$ cat src/rtl/sdram_pkg.sv
// Shared SDRAM definitions: command encodings {CS_n,RAS_n,CAS_n,WE_n},
// init-sequencer state encoding and the default mode register value.
package sdram_pkg;

    localparam logic [3:0] CMD_INHIBIT   = 4'b1111;
    localparam logic [3:0] CMD_NOP       = 4'b0111;
    localparam logic [3:0] CMD_PRECHARGE = 4'b0010;
    localparam logic [3:0] CMD_REFRESH   = 4'b0001;
    localparam logic [3:0] CMD_LOAD_MODE = 4'b0000;

    // CAS latency 3, burst length 1, sequential burst.
    localparam logic [12:0] MODE_REG_DEFAULT = 13'h0030;

    typedef enum logic [2:0] {
        IDLE     = 3'd0,
        PRE      = 3'd1,
        PRE_WAIT = 3'd2,
        REF      = 3'd3,
        REF_WAIT = 3'd4,
        MRS      = 3'd5,
        MRS_WAIT = 3'd6,
        DONE     = 3'd7
    } state_t;

endpackage

$ cat src/rtl/sdram_wait_tmr.sv
// Wait down-counter: iStart loads iLoad, the counter then decrements to zero.
// oExpire is high for the single cycle in which the count reads 1.
module sdram_wait_tmr #(
    parameter int W = 4
) (
    input  logic         iClk100,
    input  logic         iRst_n,
    input  logic         iStart,
    input  logic [W-1:0] iLoad,
    output logic         oExpire
);

    logic [W-1:0] cnt;

    always_ff @(posedge iClk100 or negedge iRst_n) begin
        if (!iRst_n) begin
            cnt <= '0;
        end else if (iStart) begin
            cnt <= iLoad;
        end else if (cnt != '0) begin
            cnt <= cnt - W'(1);
        end
    end

    assign oExpire = (cnt == W'(1));

endmodule

$ cat src/rtl/sdram_init.sv
// SDRAM power-up sequencer: PRECHARGE ALL, REF_CNT x AUTO REFRESH, LOAD MODE,
// then a sticky oReady. Define SDRAM_INIT_STATE_OUT_EN to expose oState.
module sdram_init
    import sdram_pkg::*;
#(
    parameter int          T_RP     = 2,
    parameter int          T_RFC    = 7,
    parameter int          REF_CNT  = 8,
    parameter int          T_MRD    = 2,
    parameter logic [12:0] MODE_REG = MODE_REG_DEFAULT
) (
    input  logic        iClk100,
    input  logic        iRst_n,
    input  logic        iPorDone,
    output logic [3:0]  oCmd,
    output logic [12:0] oAddr,
    output logic [1:0]  oBa,
    output logic        oCke,
    output logic        oReady
`ifdef SDRAM_INIT_STATE_OUT_EN
    ,
    output logic [2:0]  oState
`endif
);

    localparam int T_MAX  = (T_RP > T_RFC) ? ((T_RP > T_MRD) ? T_RP : T_MRD)
                                           : ((T_RFC > T_MRD) ? T_RFC : T_MRD);
    localparam int WAIT_W = $clog2(T_MAX) + 1;

    state_t              state;
    logic [3:0]          refCnt;
    logic                tmrStart;
    logic [WAIT_W-1:0]   tmrLoad;
    logic                tmrExpire;

    // The timer loads on the command edge itself; expiry marks the last wait
    // edge, so gaps of T between commands need T_RP, T_RFC >= 2 and T_MRD >= 1.
    always_comb begin
        tmrStart = 1'b0;
        tmrLoad  = '0;
        case (state)
            PRE: begin
                tmrStart = 1'b1;
                tmrLoad  = WAIT_W'(T_RP - 1);
            end
            REF: begin
                tmrStart = 1'b1;
                tmrLoad  = WAIT_W'(T_RFC - 1);
            end
            MRS: begin
                tmrStart = 1'b1;
                tmrLoad  = WAIT_W'(T_MRD);
            end
            default: ;
        endcase
    end

    sdram_wait_tmr #(.W(WAIT_W)) uWaitTmr (
        .iClk100 (iClk100),
        .iRst_n  (iRst_n),
        .iStart  (tmrStart),
        .iLoad   (tmrLoad),
        .oExpire (tmrExpire)
    );

    always_ff @(posedge iClk100 or negedge iRst_n) begin
        if (!iRst_n) begin
            state  <= IDLE;
            oCmd   <= CMD_INHIBIT;
            oAddr  <= '0;
            oBa    <= '0;
            oCke   <= 1'b0;
            oReady <= 1'b0;
            refCnt <= '0;
        end else begin
            oAddr <= '0;
            oBa   <= '0;
            case (state)
                IDLE: begin
                    oCmd <= CMD_INHIBIT;
                    oCke <= 1'b0;
                    if (iPorDone) begin
                        oCmd  <= CMD_NOP;
                        oCke  <= 1'b1;
                        state <= PRE;
                    end
                end
                PRE: begin
                    oCmd      <= CMD_PRECHARGE;
                    oAddr[10] <= 1'b1;
                    refCnt    <= '0;
                    state     <= PRE_WAIT;
                end
                PRE_WAIT: begin
                    oCmd <= CMD_NOP;
                    if (tmrExpire) state <= REF;
                end
                REF: begin
                    oCmd   <= CMD_REFRESH;
                    refCnt <= refCnt + 4'd1;
                    state  <= REF_WAIT;
                end
                REF_WAIT: begin
                    oCmd <= CMD_NOP;
                    if (tmrExpire) state <= (refCnt == 4'(REF_CNT)) ? MRS : REF;
                end
                MRS: begin
                    oCmd  <= CMD_LOAD_MODE;
                    oAddr <= MODE_REG;
                    state <= MRS_WAIT;
                end
                MRS_WAIT: begin
                    oCmd <= CMD_NOP;
                    if (tmrExpire) begin
                        oReady <= 1'b1;
                        state  <= DONE;
                    end
                end
                DONE: begin
                    oCmd   <= CMD_NOP;
                    oCke   <= 1'b1;
                    oReady <= 1'b1;
                end
                default: state <= IDLE;
            endcase
        end
    end

`ifdef SDRAM_INIT_STATE_OUT_EN
    assign oState = state;
`endif

endmodule

$ cat config.mk
export PLATFORM = sky130hd
export DESIGN_NAME = sdram_init
export DESIGN_NICKNAME = d
export VERILOG_FILES = /design/src/rtl/sdram_pkg.sv /design/src/rtl/sdram_wait_tmr.sv /design/src/rtl/sdram_init.sv
export SDC_FILE = /design/constraint.sdc
export NUM_CORES = 1
export LEC_CHECK = 0
export CELL_PAD_IN_SITES_DETAIL_PLACEMENT = 2
export CELL_PAD_IN_SITES_GLOBAL_PLACEMENT = 2
export CORE_MARGIN = 1
export CORE_UTILIZATION = 30
export CTS_CLUSTER_SIZE = 14
export DETAILED_ROUTE_END_ITERATION = 12
export PLACE_DENSITY = 0.74
export SYNTH_ARGS = -nofsm -noshare
export SYNTH_HDL_FRONTEND = slang
export SYNTH_SLANG_ARGS = --single-unit
$ cat constraint.sdc
create_clock -name iClk100 -period 1.36 [get_ports iClk100]
set_input_delay 0.136 -clock iClk100 [delete_from_list [all_inputs] [get_ports iClk100]]
set_output_delay 0.136 -clock iClk100 [all_outputs]
set_load 0.02 [all_outputs]
==> flow_summary.json <==
{
  "synthMuxAreaShare_pct": 6.183,
  "seqPwrFrac_pct": 62.1,
  "ant_nets": 0,
  "gp_congestion": 0.8475,
  "p_sw_mw": 0.2233,
  "drt_iter0_drc": 26,
  "grt_max_degree": 20,
  "use_met3_pct": 3.151,
  "period_minus_slack_ns": 1.347,
  "busiest_layer": "met2",
  "combPwrFrac_pct": 5.4,
  "fp.coreArea_um2": 3337,
  "clk_path_buf_depth": 2,
  "p_clk_share_pct": 32.5,
  "dr.pass1.iters": 2,
  "use_met1_pct": 14.25,
  "first_global_vias": 795,
  "cts.root.buffer_cell": "clkbuf_4",
  "insertion_delay_ns": 0.31,
  "r2r_slack_ns": 0.01,
  "yosysTopAreaCellShare_pct": 35.67,
  "numPortBuffers": 11,
  "fin_cells": 168,
  "cts_hold_buf": 0,
  "synth_edf_count": 0,
  "crit_path_start_kind": "flop",
  "fin_ws_ns": 0.01267,
  "maxSlewViolCount": 0,
  "syn2layout_area_growth_pct": 20.57,
  "synth_flop_cell": "dfrtp_1",
  "cts_buffers": 3,
  "synth_top_family_by_area": "simple AND/OR/NAND/NOR gates",
  "r2r-end": "state[0]$_DFFE_PN0P_",
  "clock.fmax_mhz": 742.2,
  "viasPerCell": 4.744,
  "r2r_cells": 6,
  "ys_ff_latch": 19,
  "synth-adder-area-share_pct": 5.945,
  "gr-usage-all-layers_pct": 14.84,
  "clkSlewWorstSetupHoldPaths_ns": 0.11,
  "synth_area_leaders": "dfrtp_1 (36%), dfstp_2 (10%), buf_4 (9.3%)",
  "met2_usage_pct": 28.88,
  "rsz0062_at_grt": "true",
  "worst_hold_slack_ns": 0.1589,
  "place_inst": 158,
  "dp_hpwl_um": 1729,
  "layout-drive-gt1-share_pct": 22.13,
  "grt_overflow": 0,
  "critPathRequiredTime_ns": 1.59,
  "yosysSeqAreaShare_pct": 45.66,
  "num_rows": 21,
  "finalSetupViolCount": 0,
  "cts_sinks": 19,
  "regArea_um2": 483.0,
  "critPathKind": "reg2reg",
  "syn_area_um2": 1052,
  "start_util_pct": 31.53,
  "crit_path_max_fanout": 4,
  "synth_simple_gate_area_share_pct": 13.91,
  "vias": 797,
  "internal_power_mw": 0.6870,
  "power_density_nw_per_um2": 717.5,
  "synth_xor_area_share_pct": 1.665,
  "hp-class": "in2async",
  "async_flop_share_pct": 100.0,
  "syn_avg_cell_area_um2": 10.32,
  "cts_tree": "yes",
  "final-hold-violation-count": 0,
  "pre_cts_slack_ns": -0.07429,
  "swShare_pct": 24.53,
  "fillCellCount": 384,
  "routed_wl_um": 2784,
  "antenna_found_initial": 0,
  "clock_skew_ns": 0.002504,
  "p_leak_nw": 0.5928,
  "peakVddDrop_mv": 0.1982,
  "fp.dieW_um": 61.23,
  "tns_ns": 0,
  "synth_compound_area_share_pct": 12.96,
  "yosysTopAreaCell": "dfrtp_1",
  "drc": 0,
  "ys_warn_count": 0,
  "fp.dieH_um": 61.23,
  "total_power_mw": 0.9103,
  "routedWlPerCell_um": 16.57,
  "cap_violations": 0,
  "syn_inst": 102,
  "multi_input_area_um2": 491.7,
  "fin_crit_sh_pct": 99.07,
  "final_nets": 131,
  "outcome": "finished, final reports clean",
  "arrival_ns": 1.58,
  "synth_most_common_cell": "dfrtp_1",
  "r2r-start": "uWaitTmr.cnt[1]$_DFFE_PN0P_",
  "synth_cell_types": 35,
  "worstSetupEndpointType": "flop",
  "ios": 24,
  "insertedDiodeCount": 0,
  "grt_pass1_wl_um": 3864,
  "cts_max_level": 1,
  "yosys-top-cells-count": "dfrtp_1 (15), buf_4 (13), nand2_1 (7)",
  "die-area_um2": 3749
}
per-stage QoR:
stage	instance area (µm²)	utilization (%)
floorplan	1094	-
global placement	1181	35.40
detailed placement	1181	35.40
CTS	1211	36.30
global route	1269	38.02
finish	1269	38.02
final cells by class:
class                           count  share of cell area (%)
Inverter                            6                   1.775
Sequential cell                    19                   38.07
Multi-Input combinational cell     71                   38.76
Tap cell                           46                   4.536
Timing Repair Buffer               22                   14.79
Clock buffer                        4                   2.071
worst max-delay path by stage:
stage | cells past startpoint | from | slack, ns | endpoint
after global routing | 6 | uWaitTmr.cnt[1]$_DFFE_PN0P_ | -0.09 | state[0]$_DFFE_PN0P_
final | 6 | uWaitTmr.cnt[1]$_DFFE_PN0P_ | 0.01 | state[0]$_DFFE_PN0P_
after CTS | 1 | oCmd[0]$_DFF_PN1_ | 0.01 | oCmd[0]
after floorplan | 5 | state[2]$_DFFE_PN0P_ | 0.11 | uWaitTmr.cnt[0]$_DFFE_PN0P_
after detailed placement | 5 | uWaitTmr.cnt[1]$_DFFE_PN0P_ | -0.07 | state[1]$_DFFE_PN0P_
after global placement | 4 | state[2]$_DFFE_PN0P_ | 0.1 | uWaitTmr.cnt[0]$_DFFE_PN0P_
cell usage in the layout, fill, tap and decap left out, types with 2 or more instances in the layout:
cell             synthesis  layout
dfrtp_1                 15      13
conb_1                   1      12
buf_4                   13      10
nand2_1                  7       7
dlygate4sd2_1            0       7
nor2_1                   6       6
mux2i_1                  5       5
o21ai_0                  5       5
inv_1                    5       4
ha_1                     5       4
dfstp_2                  4       4
nand2b_1                 3       3
clkbuf_4                 0       3
inv_2                    1       2
nor3_1                   2       2
a22oi_1                  2       2
o211ai_1                 2       2
nand3b_1                 2       2
a21oi_1                  2       2
o22ai_1                  2       2
clkdlybuf4s50_1          0       2
clkdlybuf4s15_1          0       2
dfrtp_2                  0       2
power groups by stage:
stage / logic [mW] / registers [mW] / clock network, mW
2_1_floorplan: 0.0552 / 0.576 / 0
3_3_place_gp: 0.0493 / 0.576 / 0
3_5_place_dp: 0.0492 / 0.576 / 0
4_1_cts: 0.0494 / 0.565 / 0.310
5_1_grt: 0.0520 / 0.566 / 0.338
6_report: 0.0492 / 0.565 / 0.296
worst max-delay path: stages, from the launching register on:
cell     delay, ns
dfrtp_1       0.41
inv_2         0.11
ha_4          0.13
nor3b_4       0.21
buf_6         0.14
a22oi_1       0.07
o22ai_1       0.19
state kept, by name (all words and copies together) (netlist names):
signal and flops:
oAddr 2, oCke 1, oCmd 4, oReady 1, refCnt 4, state 3
uWaitTmr.cnt 4
metal layers:
metal  up-vias  part of all wire (%)  wire length (µm)
met5         -                     0                 0
met4         0                   3.0                83
met1       404                    40              1100
met2        28                    53              1482
met3         7                   4.3               119
li1        358                     -                 -
logic make-up after synthesis:
kind of cell / count (synthesis)
multiplexers: 6
adder cells (fa/ha/maj): 5
AND/OR/NAND/NOR: 27
AO/OA/AOI/OAI: 19
buffers and inverters: 23
flip-flops: 19
other: 1
XOR/XNOR: 2
repair_timing:
action | in CTS | in global routing
endpoints found under the setup margin | 13 | 7
gates resized for setup | 11 | 7
pin swaps | 0 | 3
buffers inserted | 1 | 5
Power figures use the tool's default switching activity.
